<file path="config.mk">
export PLATFORM = sky130hd
export DESIGN_NAME = mux94_arbiter
export DESIGN_NICKNAME = d
export VERILOG_FILES = /design/src/rtl/mux94_arbiter.sv
export SDC_FILE = /design/constraint.sdc
export NUM_CORES = 1
export LEC_CHECK = 0
export CORE_ASPECT_RATIO = 0.5
export CORE_MARGIN = 5
export CORE_UTILIZATION = 45
export CTS_BUF_LIST = sky130_fd_sc_hd__clkbuf_16
export CTS_CLUSTER_SIZE = 16
export DETAILED_ROUTE_END_ITERATION = 8
export PLACE_DENSITY = 0.69
export SLEW_MARGIN = 40
export SYNTH_ARGS = -nofsm -noshare
export SYNTH_HDL_FRONTEND = slang
export SYNTH_SLANG_ARGS = --single-unit
</file>
<file path="constraint.sdc">
create_clock -name clk -period 2.15 [get_ports clk]
set_clock_uncertainty 0.05 [all_clocks]
set_input_delay 0.43 -clock clk [delete_from_list [all_inputs] [get_ports clk]]
set_output_delay 0.43 -clock clk [all_outputs]
set_load 0.01 [all_outputs]
</file>
<file path="src/rtl/mux94_arbiter.sv">
// Round-robin arbiter/sequencer sharing one 4-input 9-bit latching mux among four sources.
// Drives mux sel/lat/reset and returns a one-hot grant once the selected input is latched.
module mux94_arbiter #(
  parameter int unsigned SETTLE_CYC = 2,
  parameter int unsigned MAX_HOLD   = 16,
  parameter int unsigned HW         = 8
) (
  input  logic       clk,
  input  logic       reset_n,
  input  logic [3:0] req,
  output logic [3:0] gnt,
  output logic [1:0] mux_sel,
  output logic       mux_lat,
  output logic       mux_clr,
  output logic       busy,
  output logic [1:0] owner
);

  typedef enum logic [1:0] {
    StIdle,
    StSettle,
    StHold
  } state_e;

  localparam logic [3:0]    SettleInit  = 4'(SETTLE_CYC - 1);
  localparam bit            HoldLimited = (MAX_HOLD != 0);
  localparam logic [HW-1:0] HoldLast    = HW'((MAX_HOLD == 0) ? 0 : MAX_HOLD - 1);

  state_e        state_q;
  logic [3:0]    settle_q;
  logic [HW-1:0] hold_q;

  logic [1:0] next_owner;
  logic [1:0] cand;
  logic       found;
  logic       owner_req;
  logic       hold_expired;

  // Scan owner+1, owner+2, ... so the last owner is considered last.
  always_comb begin
    next_owner = owner;
    cand       = '0;
    found      = 1'b0;
    for (int i = 1; i <= 4; i++) begin
      cand = owner + 2'(i);
      if (!found && req[cand]) begin
        next_owner = cand;
        found      = 1'b1;
      end
    end
  end

  assign owner_req    = req[owner];
  assign hold_expired = HoldLimited && (hold_q == HoldLast);

  always_ff @(posedge clk or negedge reset_n) begin
    if (!reset_n) begin
      state_q  <= StIdle;
      settle_q <= '0;
      hold_q   <= '0;
      gnt      <= '0;
      mux_sel  <= '0;
      mux_lat  <= 1'b0;
      mux_clr  <= 1'b1;
      busy     <= 1'b0;
      owner    <= 2'd3;
    end else begin
      unique case (state_q)
        StIdle: begin
          if (found) begin
            mux_sel  <= next_owner;
            owner    <= next_owner;
            mux_clr  <= 1'b0;
            busy     <= 1'b1;
            settle_q <= SettleInit;
            state_q  <= StSettle;
          end
        end
        StSettle: begin
          if (!owner_req) begin
            // Owner is kept so the aborted source ranks lowest next time.
            mux_clr <= 1'b1;
            busy    <= 1'b0;
            state_q <= StIdle;
          end else if (settle_q == '0) begin
            mux_lat <= 1'b1;
            gnt     <= 4'b0001 << owner;
            hold_q  <= '0;
            state_q <= StHold;
          end else begin
            settle_q <= settle_q - 4'd1;
          end
        end
        StHold: begin
          hold_q <= hold_q + HW'(1);
          if (!owner_req || hold_expired) begin
            gnt     <= '0;
            mux_lat <= 1'b0;
            mux_clr <= 1'b1;
            busy    <= 1'b0;
            state_q <= StIdle;
          end
        end
        default: begin
          gnt     <= '0;
          mux_lat <= 1'b0;
          mux_clr <= 1'b1;
          busy    <= 1'b0;
          state_q <= StIdle;
        end
      endcase
    end
  end

endmodule

</file>
==> results.txt, run 1 <==
* Final-stage net count: 193
- At the end of the flow the core is filled with cells to 0.595.
* CTS tree: yes
* Crit. End Element: flip-flop
* Number of pins with negative max-slew slack in the final report: 0
- Number of antenna violations at the first check in global routing: 0
* Data required time of the worst path: 2.24 ns
- At the pin with the least slew margin, the transition time is around 0.68 ns.
- Hold-fix buffer count after cts: 0
- Final Wtd Congestion: 0.832
- Source of the worst register-to-register timing path: owner[1]
* Total power divided by cell area: between 1000 and 1500 mW/mm²
- For this run, the total global-route usage over all layers was measured as 0.135.
- Using the TritonRoute via totals, the vias-per-cell ratio works out to 5.50.
- Summed over all layers, the global routing overflow is 0.
* Capture instance of the worst register-to-register path: gnt[3]
- Static power due to leakage: ~0.84 nW
- Top-level I/O count: 17
* Worst-case reg-to-reg path depth: 4
- Initial core utilization: 0.479
- Max Clk Rate: between 0.4 and 0.5 GHz
- Max VDD drop: 0.662 mV
- The floorplan step defined a core boundary enclosing between 0.003 and 0.004 mm².
- Number of global-route vias before repair: approximately 1100
* Unrepaired setup endpoints after global routing: false
- Die width: 90.6 µm
- Detail Route Antenna Nets: 0
- Startpoint type of the worst setup path: flip-flop
- Insertion delay of the later-clocked pin in the worst-skew pair: 0.25 ns
- Clock-pin slew was measured on the worst setup and hold paths at about 0.060 ns.
- Of all nets on the critical path, the largest fanout is 9.
- Maximum level of the CTS H-tree: 1
* Post-placement cell count: 214
- The count of endpoints failing hold in the final timing report came to 0.
- Counting along the longest clock path gives a buffer depth of 2.
- Final non-filler cell area: approximately 0.0018 mm²
- For this run, the number of Yosys warnings is 0.
* Critical Path, Cell by Cell: mux4_2, and4bb_4, and3_4, a22o_1
- The finished layout holds 219 standard cells, fillers aside.
- Share of flip-flops with an asynchronous set or reset after synthesis: 1.00
- The first detailed-routing pass ran for 4 iterations.
* Antenna Diode Count: 0
- Final critical path time including I/O delays and setup: just over 2 ns
- Violation count after the first detailed-route iteration: 33
- By startpoint and endpoint, the worst setup path is classified as reg2reg.
- Post-route fraction of the period consumed by the critical path: 0.938
- Counting the buffers created by CTS gives 3.
- Final number of setup-violating endpoints: 0
- In this run, post-CTS repair resized a total of 0 instances.
- Most common library cell in the layout ignoring fill and taps: sky130_fd_sc_hd__dfrtp_1
- In the synthesized netlist, the number of instances is between 150 and 200.
- Number of unique standard cell types used by synthesis: 44
* Post-synthesis area per instance: 9.67 µm²
- Measured against its own limit, the worst slew margin works out to 0.540.
- In this design, the stage delay of the slowest critical-path cell is 0.59 ns.
* Detail Placement HPWL: 2.21 mm
- The largest individual stage delay along the critical path comes from the cell sky130_fd_sc_hd__dfstp_2.
- The tree is rooted in a sky130_fd_sc_hd__clkbuf_16.
* Setup TNS: 0 ns
* Signal arrival time at the worst endpoint: 2.11 ns
- Across all register-to-register paths, the minimum setup slack is between 0.1 and 0.15 ns.
- Input and output buffers added on the ports amount to 16.
- The cell area that synthesis handed to floorplanning was 0.00146 mm².
- For this block, the via count after detailed routing is 1204.
- Vertical extent of the die: 50.3 µm
* FF+latch count, synth: 25
* Worst setup path startpoint: owner[1]
- The first global-routing pass estimated 5.10 mm of wire.
- Run status: finished clean
- Entering global routing, the biggest net connects 26 pins.
- Post-synthesis to final-layout area growth: 24.3%
- For this run, the leading register cell type out of synthesis is sky130_fd_sc_hd__dfrtp_1.
* Avg WL per Cell: about 14 µm
- Following the worst setup path forward leads to its endpoint at gnt[3].
- Commonest cells after routing, fill and taps aside: sky130_fd_sc_hd__dfrtp_1, sky130_fd_sc_hd__clkdlybuf4s50_1, sky130_fd_sc_hd__nor2_1, sky130_fd_sc_hd__buf_4, sky130_fd_sc_hd__nand2_1
- FP Rows: 14
- DRC violation count after routing: 0
- Total cell area at the placement stage: 0.00173 mm²
- Number of enable-type register cells in the synthesized netlist: 0
- The tool flagged a number of max-cap violations equal to 0.
* Portion of the post-synthesis area used by sequential elements: 0.431
- The path class of the tightest hold or removal check is reg2reg.
* Number of sinks on the clock net: 25
- In the final layout, the share of cells above drive strength 1 is 0.156.
* Die Area: 0.00455 mm²
* Syn Nets: 164
* Total routed wirelength: 2.97 mm
[power breakdown]
part / switching [mW] / leakage (nW) / internal, mW
Combinational: 0.598 / 0.480 / 0.672
Clock: 0.157 / 0.0409 / 0.250
Sequential: 0.200 / 0.315 / 0.697
Total: 0.955 / 0.836 / 1.62
[Yosys cell counts (3+ instances only)]
master                      n  share of area
sky130_fd_sc_hd__a21o_1     4          0.021
sky130_fd_sc_hd__o21a_1     4          0.021
sky130_fd_sc_hd__nand3_1    5          0.017
sky130_fd_sc_hd__buf_6      3          0.023
sky130_fd_sc_hd__inv_1      7          0.018
sky130_fd_sc_hd__nor2_1    15          0.039
sky130_fd_sc_hd__and3_1     4          0.017
sky130_fd_sc_hd__dfrtp_1   22           0.38
sky130_fd_sc_hd__nand2_1   14          0.036
sky130_fd_sc_hd__dfstp_2    3          0.054
sky130_fd_sc_hd__ha_1       7          0.060
sky130_fd_sc_hd__xor2_1     6          0.036
sky130_fd_sc_hd__o21ai_0   11          0.038
sky130_fd_sc_hd__clkbuf_1   3         0.0077
sky130_fd_sc_hd__nand2b_1   3          0.013
sky130_fd_sc_hd__a22o_1     4          0.024
sky130_fd_sc_hd__nor3_1     3          0.010
[worst max-delay path, delay by kind of cell (launching register included)]
kind             cells  cell delay (ns)
AND/OR/NAND/NOR      2             0.44
multiplexers         1             0.59
flip-flops           1             0.59
AO/OA/AOI/OAI        1             0.24
[per-stage QoR]
stage / setup slack, ns / hold slack, ns / power (mW)
finish: 0.134 / 0.426 / 2.57
global route: 0.0276 / 0.446 / 2.79
CTS: 0.110 / 0.429 / 2.58
detailed placement: -0.0905 / 0.414 / 2.16
global placement: -0.0551 / 0.413 / 2.13
floorplan: 0.0195 / 0.0844 / 1.67
[per-layer routing]
metal / track usage / share of wire / up-vias
met5: 0 / 0 / -
met1: 0.175 / 0.48 / 587
li1: - / - / 598
met4: 0.0322 / 0.0064 / 0
met2: 0.227 / 0.48 / 17
met3: 0.0358 / 0.034 / 2
[kinds of logic (layout without fill, tap and decap cells)]
family                   after synthesis  after routing  synth area share
AO/OA/AOI/OAI                         39             39             0.182
XOR/XNOR                               7              7            0.0420
adder cells (fa/ha/maj)                7              7            0.0600
buffers and inverters                 14             42            0.0514
flip-flops                            25             25             0.431
multiplexers                           4              4            0.0377
AND/OR/NAND/NOR                       55             55             0.196
[worst min path at each step]
stage            start       to  slack (ns)  cells after the start
3_3_place_gp   mux_lat  mux_lat        0.41                      1
2_1_floorplan  reset_n     busy        0.08                      0
6_report       mux_lat  mux_lat        0.43                      1
5_1_grt        mux_lat  mux_lat        0.45                      1
4_1_cts        mux_lat  mux_lat        0.43                      1
3_5_place_dp   mux_lat  mux_lat        0.41                      1
[final cells by class]
cell class	count	area (µm²)
Timing Repair Buffer	31	273
Clock inverter	1	5.00
Inverter	7	26.3
Multi-Input combinational cell	112	756
Clock buffer	3	75.1
Fill cell	273	1230
Tap cell	40	50.0
Sequential cell	25	629
[timing repair]
| item | in CTS | in global routing |
|---|---|---|
| endpoints found under the hold margin | 0 | 0 |
| endpoints found under the setup margin | 0 | 1 |
| buffers inserted | 0 | 1 |
[sequential cells by signal, summed over array words and instances, names as in the netlist]
signal    flops
busy          1
gnt           4
hold_q        8
mux_clr       1
mux_lat       1
mux_sel       2
owner         2
settle_q      4
state_q       2
Power figures use the tool's default switching activity.
==> run 2, diff against run 1 <==
--- a/config.mk
+++ b/config.mk
@@ -6,7 +6,6 @@
 export NUM_CORES = 1
 export LEC_CHECK = 0
 export CORE_ASPECT_RATIO = 0.5
-export CORE_MARGIN = 5
 export CORE_UTILIZATION = 45
 export CTS_BUF_LIST = sky130_fd_sc_hd__clkbuf_16
 export CTS_CLUSTER_SIZE = 16
==> run 2 against run 1 <==
- highest routed layer unchanged
- clock-buffer cell count is the same
- utilization increased by 1.1 points
- wire length rose by 0.98%
- non-clock buffer count increased by 4
- sequential cell count did not move
- cell count is 1.8% higher
- cell area increased by 1.8%
- sequential power about the same
==> results.txt, run 2 (synthesis results as in run 1) <==
- Post-DR vias/cell: 5.31
- In this run the static leakage power is 0.852 nW.
- CTS built an H-tree with a depth of 1.
- Max Clk Rate: 0.505 GHz
- Total cell area at the placement stage: roughly 0.0017 mm²
- Data arrives at the worst endpoint at 2.11 ns.
- Worst hold path type: reg2reg
- The worst setup path is captured at a flip-flop.
* Number of buffers and inverters on the critical path: 2
* Top Family by Delay on Critical Path: flip-flops
- The first global-routing pass estimated approximately 5 mm of wire.
* Buffer cell driving the clock tree root: sky130_fd_sc_hd__clkbuf_16
* Min setup slack post-route: 0.169 ns
- Top-level I/O count: 17
* Number of sinks on the clock net: 25
- At the end of the flow the core is filled with cells to 0.606.
* Data required time of the worst path: 2.28 ns
- Iteration count of the initial detailed-routing pass: 4
- Once layout is done, the placed cells without fillers occupy 0.00185 mm².
- Detail Route Antenna Nets: 0
- In this design, the stage delay of the slowest critical-path cell is around 0.56 ns.
* Top Registers: hold_q x8, gnt x4, settle_q x4
- Setup repair after global routing left no endpoint under its margin.
- Post-route fraction of the period consumed by the critical path: 0.922
- The number of global-route vias before repair came to 1124.
- Normalized max-slew margin: 0.644
- The final number of max-transition violations was 0.
- Final hold violations: 0
* Final-stage net count: 197
- Vertical extent of the die: 42.3 µm
* Final Wtd Congestion: 0.877
* Core box area: 0.00305 mm²
- Largest net degree at the start of global routing: 26
* Post-synthesis to final-layout area growth: 26.5%
* CTS tree: yes
- Register containing the most flip-flops in the final layout: hold_q
- The run finished with clean final reports.
* Quantity of gates resized following cts: 0
- GRT overflow: 0
- For this run, the total global-route usage over all layers was measured as 0.194.
* Filler cell count in the final layout: 258
- Of the cells placed in the final design, the portion with a size suffix greater than 1 is 0.175.
- Counting stages on the worst path, the most repeated cell is sky130_fd_sc_hd__inv_1.
* DRC violation count after routing: 0
- Traced cell by cell, the critical path runs through inv_1, ha_1, inv_1, o311a_1, nor2_1, and3b_1, o21ai_0.
- Antenna Diode Count: 0
- Insertion delay of the later-clocked pin in the worst-skew pair: around 0.26 ns
* Total routed wirelength: 3.00 mm
- Clock edge transition at the registers on the reported setup and hold paths: 0.06 ns
- Counting the buffers created by CTS gives 3.
* Violation count after the first detailed-route iteration: 49
- Detail Placement HPWL: around 2.2 mm
- Initial core utilization: 0.479
* Commonest cells after routing, fill and taps aside: sky130_fd_sc_hd__dfrtp_1, sky130_fd_sc_hd__buf_4, sky130_fd_sc_hd__clkdlybuf4s50_1
- Maximum net fanout on the critical path: 4
- Worst-Margin Slew: 0.530 ns
- Slowest cell on crit path: sky130_fd_sc_hd__dfstp_2
* Avg WL per Cell: about 13 µm
* Total power divided by cell area: 1430 mW/mm²
- Timing analysis after detailed placement gives a worst setup slack of -0.0918 ns.
* Startpoint type of the worst setup path: flip-flop
- Die Area: 0.00349 mm²
- Setup violations remaining at the end of the flow were counted as 0.
* Buffers on Ports: 16
- Max FFs per register: 8
- The number of antenna violations at the first check in global routing came to 0.
* Max VDD drop: just under 0.7 mV
- Leaving out fill and tap cells, the most frequent cell in the layout is sky130_fd_sc_hd__dfrtp_1.
- The smallest clock period supported by the final layout is computed as 1.98 ns.
- Vias post-DR: 1184
- Die width: 82.6 µm
- FP Rows: 14
* CP Class: reg2reg
- The tool flagged a number of max-cap violations equal to 0.
- Clock buffer depth: 2
[run 2: cell count changes in the layout (fill, tap and decap cells not counted)]
cell and change:
sky130_fd_sc_hd__buf_4 +4, sky130_fd_sc_hd__clkinv_2 -1, sky130_fd_sc_hd__clkinvlp_4 +1
[run 2: timing repair]
action,in CTS,in global routing
buffers inserted,0,2
hold buffers,0,0
endpoints found under the setup margin,0,1
[run 2: final timing paths]
kind,end,cells after the start,slack [ns],start
min in group asynchronous,hold_q[2],2,0.48,reset_n
min,mux_clr,2,0.44,mux_clr
min reg2reg,mux_clr,2,0.44,mux_clr
max in group asynchronous,owner[1],2,1.27,reset_n
max,owner[0],7,0.17,owner[1]
max reg2reg,owner[0],7,0.17,owner[1]
[run 2: per-layer routing]
layer	routed length, µm	track usage
met4	13	0.0310
met2	1380	0.314
met3	86	0.0522
met1	1520	0.265
met5	0	0
[run 2: report_power, final]
group / internal, mW / switching (mW) / total [mW]
clock network: 0.252 / 0.168 / 0.420
logic: 0.711 / 0.612 / 1.32
registers: 0.697 / 0.200 / 0.897
total: 1.66 / 0.979 / 2.64
[run 2: worst reg2reg max path: cells and delay by family (launching register included)]
| family | cells | cell delay, ns |
|---|---|---|
| flip-flops | 1 | 0.56 |
| AO/OA/AOI/OAI | 2 | 0.52 |
| adder cells (fa/ha/maj) | 1 | 0.31 |
| AND/OR/NAND/NOR | 2 | 0.31 |
| buffers and inverters | 2 | 0.15 |
[run 2: layout make-up]
type / count / area, µm² / share of cell area
sequential: 25 / 629 / 0.341
multi-input combinational: 112 / 756 / 0.409
inverter: 7 / 26.3 / 0.0142
timing repair buffer: 35 / 303 / 0.164
clock buffer: 3 / 75.1 / 0.0407
tap: 40 / 50.0 / 0.0271
clock inverter: 1 / 7.51 / 0.00407
[run 2: per-stage QoR]
stage	cells	total power, mW	hold WS (ns)	setup TNS [ns]
floorplan	151	1.67	0.0844	0
global placement	217	2.17	0.430	-0.287
detailed placement	217	2.20	0.430	-0.810
CTS	221	2.63	0.444	0
global route	223	2.85	0.457	0
finish	223	2.64	0.442	0
==> run 3, diff against run 2 <==
--- a/config.mk
+++ b/config.mk
@@ -6,10 +6,12 @@
 export NUM_CORES = 1
 export LEC_CHECK = 0
 export CORE_ASPECT_RATIO = 0.5
+export CORE_MARGIN = 2
 export CORE_UTILIZATION = 45
 export CTS_BUF_LIST = sky130_fd_sc_hd__clkbuf_16
 export CTS_CLUSTER_SIZE = 16
 export DETAILED_ROUTE_END_ITERATION = 8
+export HOLD_SLACK_MARGIN = 0.02
 export PLACE_DENSITY = 0.69
 export SLEW_MARGIN = 40
 export SYNTH_ARGS = -nofsm -noshare
==> run 3 against run 2 <==
- cell area is 0.54% lower
- largest cell class unchanged
- sequential power is 2% lower
- global-route usage shrank 1.6 points
==> results.txt, run 3 (synthesis results as in run 1) <==
- The worst setup path is launched from a flip-flop.
* Buffers on Ports: 16
- Using the TritonRoute via totals, the vias-per-cell ratio works out to 5.42.
- The flow ran to the end, and the final reports show no timing, DRC or antenna violations.
- Setup repair after global routing left no endpoint under its margin.
* Final-stage net count: 196
- Max FFs per register: 8
- Dividing the detail-routed wire length by the instance count gives about 14 µm.
- The worst-case IR drop observed on VDD is 0.676 mV.
* Number of pins with negative max-slew slack in the final report: 0
- Maximum net fanout on the critical path: 12
- DRC violation count after routing: 0
* Detail Route Antenna Nets: 0
* Largest net degree at the start of global routing: 26
- For this run, the top clock speed supported by timing is between 0.4 and 0.5 GHz.
- In this run the core area contains 14 standard-cell rows.
* Final critical path time including I/O delays and setup: between 2 and 2.5 ns
- Crit. End Element: flip-flop
- Buffer cell driving the clock tree root: sky130_fd_sc_hd__clkbuf_16
- Commonest cells after routing, fill and taps aside: sky130_fd_sc_hd__dfrtp_1, sky130_fd_sc_hd__buf_4, sky130_fd_sc_hd__clkdlybuf4s50_1
- Vias post-DR: 1204
- Worst-Margin Slew: ~0.58 ns
* Core box area: 0.00305 mm²
- Iteration count of the initial detailed-routing pass: 4
- GRT overflow: 0
* Total cell area at the placement stage: 0.00174 mm²
* Antenna Diode Count: 0
- Final Wtd Congestion: 0.876
* Clock edge transition at the registers on the reported setup and hold paths: 0.06 ns
- Summed over all cells, the static leakage comes to ~0.85 nW.
- Inserted Clock Buffers: 3
- Data on the critical path arrives at its endpoint at 2.14 ns.
* CTS tree: yes
- The HPWL after detailed placement is approximately 2.2 mm.
* Top-level I/O count: 17
- The number of global-route vias before repair was 1146.
- Most common library cell in the layout ignoring fill and taps: sky130_fd_sc_hd__dfrtp_1
- Across every metal layer, demand over resource in global routing totals 0.178.
- Post-placement cell count: 216
- Total routed wirelength: ~3 mm
* Initial core utilization: 0.479
* Data required time of the worst path: 2.25 ns
* CP Class: reg2reg
* Clock buffer depth: 2
* Hold-fix buffer count after cts: 0
- The finished layout holds 222 standard cells, fillers aside.
* Vertical extent of the die: 44.3 µm
- In the finished design, the share of the clock period the worst path needs comes to 0.950.
- Max-cap violations in this run came to 0.
- Number of sinks on the clock net: 25
- Top Registers: hold_q x8, gnt x4, settle_q x4
- Worst hold path type: reg2reg
- Insertion delay of the later-clocked pin in the worst-skew pair: 0.26 ns
- Die Area: between 0.003 and 0.004 mm²
* Total power divided by cell area: about 1400 mW/mm²
- Global-route wire length before repair: 5.24 mm
- Maximum level of the CTS H-tree: 1
* Normalized max-slew margin: 0.613
* Violation count after the first detailed-route iteration: between 40 and 50
- Final hold analysis gives a worst-case slack of 0.431 ns.
- Register containing the most flip-flops in the final layout: hold_q
- The count of endpoints failing hold in the final timing report is 0.
- The floorplan step set the die width to between 80 and 90 µm.
- The number of antenna violations at the first check in global routing is 0.
* Final non-filler cell area: 0.00184 mm²
* Final number of setup-violating endpoints: 0
- Post-synthesis to final-layout area growth: 25.8%
* Fraction of layout cells with a size suffix above 1: 0.170
-- run 3: changes by cell type in the layout (fill, tap and decap cells not counted), sizes merged --
cell	before	now
clkinvlp	1	0
clkinv	0	1
buf	19	18
-- run 3: metal layers --
layer	share of wire	track usage
met2	0.45	0.287
met5	0	0
met3	0.037	0.0410
met4	0.011	0.0476
met1	0.50	0.249
-- run 3: final timing paths --
kind                          start   endpoint  slack, ns  cells after the start
setup / recovery           owner[1]     gnt[3]       0.11                      4
hold / removal              mux_lat    mux_lat       0.43                      1
setup reg to reg           owner[1]     gnt[3]       0.11                      4
hold reg to reg             mux_lat    mux_lat       0.43                      1
max in group asynchronous   reset_n    mux_clr       1.28                      2
min in group asynchronous   reset_n  hold_q[2]       0.48                      2
-- run 3: critical path, stage by stage, from the launching register on --
cell and delay, ns:
sky130_fd_sc_hd__dfstp_2 0.61, sky130_fd_sc_hd__mux4_2 0.58, sky130_fd_sc_hd__and4bb_4 0.23, sky130_fd_sc_hd__and3_4 0.22, sky130_fd_sc_hd__a22o_1 0.23
-- run 3: through the flow --
| step | power, mW | setup slack, ns | setup TNS [ns] | util |
|---|---|---|---|---|
| 2_1_floorplan | 1.67 | 0.0195 | 0 | - |
| 6_report | 2.63 | 0.108 | 0 | 0.603 |
| 4_1_cts | 2.62 | 0.0837 | 0 | 0.598 |
| 5_1_grt | 2.84 | 0.0141 | 0 | 0.603 |
| 3_5_place_dp | 2.19 | -0.105 | -0.937 | 0.571 |
| 3_3_place_gp | 2.17 | -0.0485 | -0.264 | 0.571 |
-- run 3: cell type report --
| class | count | area, µm² |
|---|---|---|
| clock buffers | 3 | 75.1 |
| inverters | 7 | 26.3 |
| fillers | 270 | 1210 |
| clock inverters | 1 | 5.00 |
| multi-input cells | 112 | 756 |
| flip-flops and latches | 25 | 629 |
| well taps | 40 | 50.0 |
| repair buffers | 34 | 295 |
-- run 3: timing repair --
item | 4_1_cts | 5_1_grt
endpoints found under the hold margin | 0 | 0
resized for setup | 0 | 0
buffers inserted | 0 | 2
endpoints found under the setup margin | 0 | 1
-- run 3: power breakdown --
part / switching, mW / internal, mW / total [mW] / leakage [nW]
registers: 0.184 / 0.698 / 0.882 / 0.315
clock network: 0.165 / 0.251 / 0.415 / 0.0409
logic: 0.625 / 0.708 / 1.33 / 0.495
total: 0.974 / 1.66 / 2.63 / 0.851
